==> src/rtl/matrix_mem_ctrl.sv <==
// Matrix-organised word store with a random-access read port, a single write port,
// a sequential clear engine and row/column streaming readout.
module matrix_mem_ctrl #(
  parameter int ROWS   = 2,
  parameter int COLS   = 2,
  parameter int WIDTH  = 8,
  parameter int ADDR_W = 2,
  parameter int IDX_W  = 1
) (
  input  logic              clk,
  input  logic              rst,
  input  logic              wr_en,
  input  logic [ADDR_W-1:0] wr_addr,
  input  logic [WIDTH-1:0]  wr_data,
  input  logic              rd_en,
  input  logic [ADDR_W-1:0] rd_addr,
  output logic [WIDTH-1:0]  rd_data,
  output logic              rd_valid,
  input  logic              burst_start,
  input  logic              burst_mode,
  input  logic [IDX_W-1:0]  burst_index,
  output logic [WIDTH-1:0]  burst_data,
  output logic              burst_valid,
  output logic              burst_last,
  input  logic              clear_start,
  output logic              busy,
  output logic              addr_err,
  output logic [1:0]        dbg_state_o
);

  localparam int                N_WORDS  = ROWS * COLS;
  localparam logic [ADDR_W:0]   NUM_W    = (ADDR_W+1)'(N_WORDS);
  localparam logic [ADDR_W-1:0] CLR_LAST = ADDR_W'(N_WORDS - 1);

  typedef enum logic [1:0] {IDLE = 2'd0, CLEAR = 2'd1, BURST = 2'd2} state_t;

  state_t            state_q;
  logic [WIDTH-1:0]  mem_q [N_WORDS];
  logic [ADDR_W-1:0] clr_cnt_q;
  logic [ADDR_W-1:0] baddr_q;
  logic [ADDR_W-1:0] bstep_q;
  logic [IDX_W-1:0]  bcnt_q;
  logic [IDX_W-1:0]  blast_q;
  logic [WIDTH-1:0]  rd_data_q;
  logic [WIDTH-1:0]  burst_data_q;
  logic              rd_valid_q;
  logic              burst_valid_q;
  logic              burst_last_q;
  logic              busy_q;
  logic              addr_err_q;

  logic wr_in_range;
  logic rd_in_range;
  logic bidx_ok;
  logic addr_err_d;

  always_comb begin
    wr_in_range = ({1'b0, wr_addr} < NUM_W);
    rd_in_range = ({1'b0, rd_addr} < NUM_W);
    bidx_ok     = burst_mode ? (int'(burst_index) < COLS) : (int'(burst_index) < ROWS);
    addr_err_d  = 1'b0;
    if (wr_en && (state_q != CLEAR) && !wr_in_range) addr_err_d = 1'b1;
    if (rd_en && !rd_in_range) addr_err_d = 1'b1;
    if ((state_q == IDLE) && burst_start && !clear_start && !bidx_ok) addr_err_d = 1'b1;
  end

  // Storage has no reset; clear sweeps take priority over the external write port.
  always_ff @(posedge clk) begin
    if (state_q == CLEAR) begin
      mem_q[clr_cnt_q] <= '0;
    end else if (wr_en && wr_in_range) begin
      mem_q[wr_addr] <= wr_data;
    end
  end

  always_ff @(posedge clk or negedge rst) begin
    if (!rst) begin
      state_q       <= IDLE;
      clr_cnt_q     <= '0;
      baddr_q       <= '0;
      bstep_q       <= '0;
      bcnt_q        <= '0;
      blast_q       <= '0;
      rd_data_q     <= '0;
      rd_valid_q    <= 1'b0;
      burst_data_q  <= '0;
      burst_valid_q <= 1'b0;
      burst_last_q  <= 1'b0;
      busy_q        <= 1'b0;
      addr_err_q    <= 1'b0;
    end else begin
      addr_err_q    <= addr_err_d;
      rd_valid_q    <= rd_en;
      burst_valid_q <= 1'b0;
      burst_last_q  <= 1'b0;
      if (rd_en) begin
        rd_data_q <= rd_in_range ? mem_q[rd_addr] : '0;
      end
      case (state_q)
        IDLE: begin
          if (clear_start) begin
            state_q   <= CLEAR;
            busy_q    <= 1'b1;
            clr_cnt_q <= '0;
          end else if (burst_start && bidx_ok) begin
            state_q <= BURST;
            busy_q  <= 1'b1;
            bcnt_q  <= '0;
            // Column bursts walk down a column in strides of COLS.
            baddr_q <= burst_mode ? ADDR_W'(burst_index) : ADDR_W'(int'(burst_index) * COLS);
            bstep_q <= burst_mode ? ADDR_W'(COLS) : ADDR_W'(1);
            blast_q <= burst_mode ? IDX_W'(ROWS - 1) : IDX_W'(COLS - 1);
          end
        end
        CLEAR: begin
          clr_cnt_q <= clr_cnt_q + 1'b1;
          if (clr_cnt_q == CLR_LAST) begin
            state_q   <= IDLE;
            busy_q    <= 1'b0;
            clr_cnt_q <= '0;
          end
        end
        BURST: begin
          burst_data_q  <= mem_q[baddr_q];
          burst_valid_q <= 1'b1;
          baddr_q       <= baddr_q + bstep_q;
          bcnt_q        <= bcnt_q + 1'b1;
          if (bcnt_q == blast_q) begin
            burst_last_q <= 1'b1;
            state_q      <= IDLE;
            busy_q       <= 1'b0;
            bcnt_q       <= '0;
          end
        end
        default: begin
          state_q <= IDLE;
          busy_q  <= 1'b0;
        end
      endcase
    end
  end

  assign rd_data     = rd_data_q;
  assign rd_valid    = rd_valid_q;
  assign burst_data  = burst_data_q;
  assign burst_valid = burst_valid_q;
  assign burst_last  = burst_last_q;
  assign busy        = busy_q;
  assign addr_err    = addr_err_q;
  assign dbg_state_o = state_q;

endmodule

==> config.mk <==
export PLATFORM = sky130hd
export DESIGN_NAME = matrix_mem_ctrl
export DESIGN_NICKNAME = d
export VERILOG_FILES = /design/src/rtl/matrix_mem_ctrl.sv
export SDC_FILE = /design/constraint.sdc
export NUM_CORES = 1
export LEC_CHECK = 0
export ABC_AREA = 1
export CAP_MARGIN = 20
export CORE_MARGIN = 4
export CORE_UTILIZATION = 30
export CTS_CLUSTER_SIZE = 25
export DETAILED_ROUTE_END_ITERATION = 10
export HOLD_SLACK_MARGIN = 0.05
export SLEW_MARGIN = 20
export SYNTH_ARGS = -nofsm -noshare
export SYNTH_HDL_FRONTEND = slang
export SYNTH_SLANG_ARGS = --single-unit
==> constraint.sdc <==
create_clock -name clk -period 3.35 [get_ports clk]
set_input_delay 0.335 -clock clk [delete_from_list [all_inputs] [get_ports clk]]
set_output_delay 0.335 -clock clk [all_outputs]
set_load 0.02 [all_outputs]
# Word-level counts from Yosys, hierarchy flattened
# Memories as Yosys holds them, arrays and structs flattened. A register that Yosys moved wholly into a read port is not among the register bits.
# Index checks and enable logic that the tools add are counted.
# W data, S select, Z words.
# totals
ff_bits,14
mem_bits_rw,32
inputBits,20
word_cells,68
mem_count,1
# classes
n_addsub,3
eq_ne,10
n_mux,33
bitwise_logic,1
reduce_logical,10
# memory_table
memory,depth,width,rd,rd_clocked_by_memory_dff,write_ports,line_no,text
mem_q,4,8,2,2,1,38,logic [WIDTH-1:0] mem_q [N_WORDS];
# ops
cell,count
$mux W2,11
$mux W1,16
$reduce_and A3 Y1,3
$mux W8,1
$ne A2 B2 Y1 const B,4
$pmux W2 S2,2
$reduce_or A8 Y1,1
$pmux W2 S3,1
$eq A2 B2 Y1 const B,2
$reduce_bool A2 Y1,2
$ne A3 B3 Y1 const B,1
$pmux W1 S3,1
$add A2 B1 Y2 const B,1
$add A2 B2 Y2,1
$eq A2 B1 Y1 const B,1
$logic_not A1 Y1,2
$logic_not A2 Y1,1
$ne A2 B1 Y1 const B,1
$pmux W1 S2,1
$reduce_and A2 Y1,1
$add A1 B1 Y1 const B,1
$eq A1 B1 Y1,1
$not A1 Y1,1

# Logic depth before layout (Yosys ltp)
# logic_depth
word_depth,5
depth_mapped,8

# Least setup slack after synthesis
# No wires, ideal clock.
# synth_path
path_type,reg2reg
start,"register state_q[1], in the netlist dbg_state_o[1]"
end,memory mem_q[2][0] (enable)
setup_ns,0.370
arrival_time_ns,1.429
required_ns,2.980
setup_slack_ns,1.550
stages_incl_launch_ff,9
n_path_buf,1
synth_period_minus_slack_ns,1.800
cell_sequence,dfrtp_1 inv_1 nand2_2 nand2_2 buf_6 nand2_1 o21ai_2 inv_2 nor2_1
# synth_via
elab_chain_cells,5
# synth_rtl
item,line_no,text
start: declaration,37,state_t state_q;
start signal: assignment,78,state_q <= IDLE;
start signal: assignment,102,state_q <= CLEAR;
start signal: assignment,106,state_q <= BURST;
$eq A2 B1 Y1 (*),69,if (state_q == CLEAR) begin
$mux W1,69,
$mux W1 (implied by the code),72,mem_q[wr_addr] <= wr_data;
$reduce_or A8 Y1 (no source line),n/a,
$mux W2 (no source line) / $mux W1 (equally long branches),n/a,
end: declaration,38,
# Mark *: on every way between the ends. The rest lies on a longest branch, timed or not.

# Worst setup path in the final report
# Ends and elaborated chain as after synthesis.

==> out/metrics.yaml <==
worstPathMaxFanout: 11
clk_pin_slew_ns: 0.07
clock_path_buffers: 2
place_hpwl_mm: 4.19
cts.sinks: 62
p_comb_share_pct: 31.9
via_per_inst: 4.23
synth.ff_latch_count: 62
final_cell_mix: "nand2_1, clkdlybuf4s50_1, inv_1"
cp.arrival_ns: 1.90
p_switching_uw: 1030
wl_met1_mm: 2.87
met2_length_mm: 2.36
insertion_delay_ns: 0.34
yosysTopAreaCell: "edfxtp_1"
syn-instance-count: 313
max-slew-margin-rel_pct: 35.7
post_cts_buffers: 0
netlist-cell-type-count: 23
die_h_um: 106
synth_top_flop_cell: "edfxtp_1"
grt_antenna_before_repair: 0
highest_layer: "met4"
synth-seq-area-share_pct: 60.0
p_int_uw: 1900
finalSetupViolations: 0
outcome: "finished, final reports clean"
layout.nets: 375
peakVddDrop_mv: 0.241
fin_crit_sh_pct: 57.6
diodes: 0
r2r_slack_ns: 1.42
ctsRootBufferMaster: "clkbuf_8"
gp_congestion: 0.754
finalCriticalPeriod_ns: 1.93
area_delta_synth_final_pct: 25.3
cp-start-kind: "register"
core_um2: 9240
leakagePower_uw: 0.00161
max_cap_viol_count: 0
finalWirelength_mm: 5.61
numCtsBuffers: 9
dp_cells: 470
cp_data_required_time_ns: 3.32
p_sw_share_pct: 35.2
synthTopCellsByArea: "edfxtp_1, dfrtp_1, nand2_1, inv_1, o211ai_1"
route.vias.total: 2057
wl_met3_um: 297
stdcell_count: 486
fillers: 929
die_w_um: 106
min_path_type: "input pin to async pin"
slew_violations: 0
sequentialPowerShare_pct: 44.3
ios: 43
ctsResizeCount: 0
async_flop_share_pct: 48.4
grt_overflow_total: 0
multiInputGateArea_um2: 912
power_density_nw_per_um2: 820
grt_use_total_pct: 10.6
worst_pin_slew_ns: 0.962
initial_utilization_pct: 30.9
end_kind: "register"
detail_route.wl_per_cell_um: 11.5
fin_skew_ns: 0.00812
synth_area_um2: 2850
critPathKind: "register to register"
rsz0062_at_grt: "no"
drtPass1Iterations: 4
syn_avg_cell_area_um2: 9.12
drc: 0
drt_iter0_markers: 65
grt_pass1_vias: 1922
die_area_um2: 11100
drive_gt1_share_pct: 7.00
placementRows: 35
grt_pass1_wl_mm: 9.35
syn-num-nets: 336
h-tree-depth: 3
synth_warnings: 0
cts.hold.buffers_added: 0
cts_tree: "built"
p_clk_share_pct: 23.8
seqCellArea_um2: 1710
setup_tns_ns: 0
final_common_cell: "nand2_1"
synth_edf_count: 32
grt_start_max_net_pins: 35
numPortBuffers: 41
synth_top_area_share_pct: 33.7
ant_nets: 0
final-hold-violation-count: 0
max_freq_mhz: 519
## cells in the mapped netlist, types with 2 or more instances
library cell	n
inv_1	39
edfxtp_1	32
clkbuf_1	3
o21ai_0	18
buf_2	9
o211ai_1	16
nand2_1	100
a21oi_1	17
ha_1	3
nand2_2	3
dfrtp_1	30
o21bai_1	2
nor2_1	19
nand3_1	11
nor2_2	2
or2_1	2
## area by class of cell
class	count	area share, %
Clock inverter	6	2.42
Tap cell	129	4.52
Timing Repair Buffer	43	11.9
Inverter	40	4.20
Clock buffer	10	3.57
Sequential cell	62	47.9
Multi-Input combinational cell	196	25.5
## per-layer routing
layer	global-route usage, %	up-vias
met5	0	-
met1	15.2	912
li1	-	1088
met2	14.4	50
met4	5.55	0
met3	2.82	7
## flip-flops by register name, summed over array words and instances, names as in the netlist, 2 cells and up
register / flops
dbg_state_o: 2
rd_data: 8
mem_q: 32
burst_data: 8
bstep_q: 2
baddr_q: 2
clr_cnt_q: 2
## stage by stage
step / setup slack, ns / utilization, % / area (um^2) / power, uW / hold slack (ns)
after global placement: 1.21 / 36.4 / 3360 / 2240 / 0.454
after detailed placement: 1.17 / 36.4 / 3360 / 2260 / 0.464
after global routing: 1.18 / 38.7 / 3570 / 3160 / 0.409
final: 1.42 / 38.7 / 3570 / 2930 / 0.389
after CTS: 1.39 / 38.7 / 3570 / 2970 / 0.392
after floorplan: 1.55 / - / 2850 / 1920 / 0.0394
## worst max-delay path: stages (launching register included)
cell     delay (ns)
dfrtp_1        0.40
inv_1          0.10
nand2_2        0.10
nand2_2        0.19
nand2_1        0.09
o21ai_2        0.09
inv_2          0.05
nor2_1         0.53
## power groups by stage
stage	Combinational, uW	Clock [uW]	Sequential (uW)
2_1_floorplan	609	0	1310
3_3_place_gp	926	0	1310
3_5_place_dp	949	0	1310
4_1_cts	953	714	1300
5_1_grt	1070	746	1340
6_report	934	698	1300
## path summary, 6_finish.rpt
| path | from | endpoint | cells past startpoint |
|---|---|---|---|
| worst max-delay path | dbg_state_o[1] | mem_q[2][0] | 7 |
| worst min-delay path | rst | dbg_state_o[1] | 2 |
| worst max register to register | dbg_state_o[1] | mem_q[2][0] | 7 |
| worst min register to register | busy | busy | 2 |
| max in group asynchronous | rst | rd_data[5] | 2 |
| min in group clk | busy | busy | 2 |
## logic make-up (layout without fill, tap and decap cells)
| group | after synthesis | in the layout | synth area share, % |
|---|---|---|---|
| other | 1 | 1 | 0.131 |
| adder cells (fa/ha/maj) | 3 | 3 | 1.32 |
| AND/OR/NAND/NOR | 138 | 138 | 19.3 |
| flip-flops | 62 | 62 | 60.0 |
| buffers and inverters | 55 | 99 | 8.07 |
| AO/OA/AOI/OAI | 54 | 54 | 11.2 |
Power figures use the tool's default switching activity.
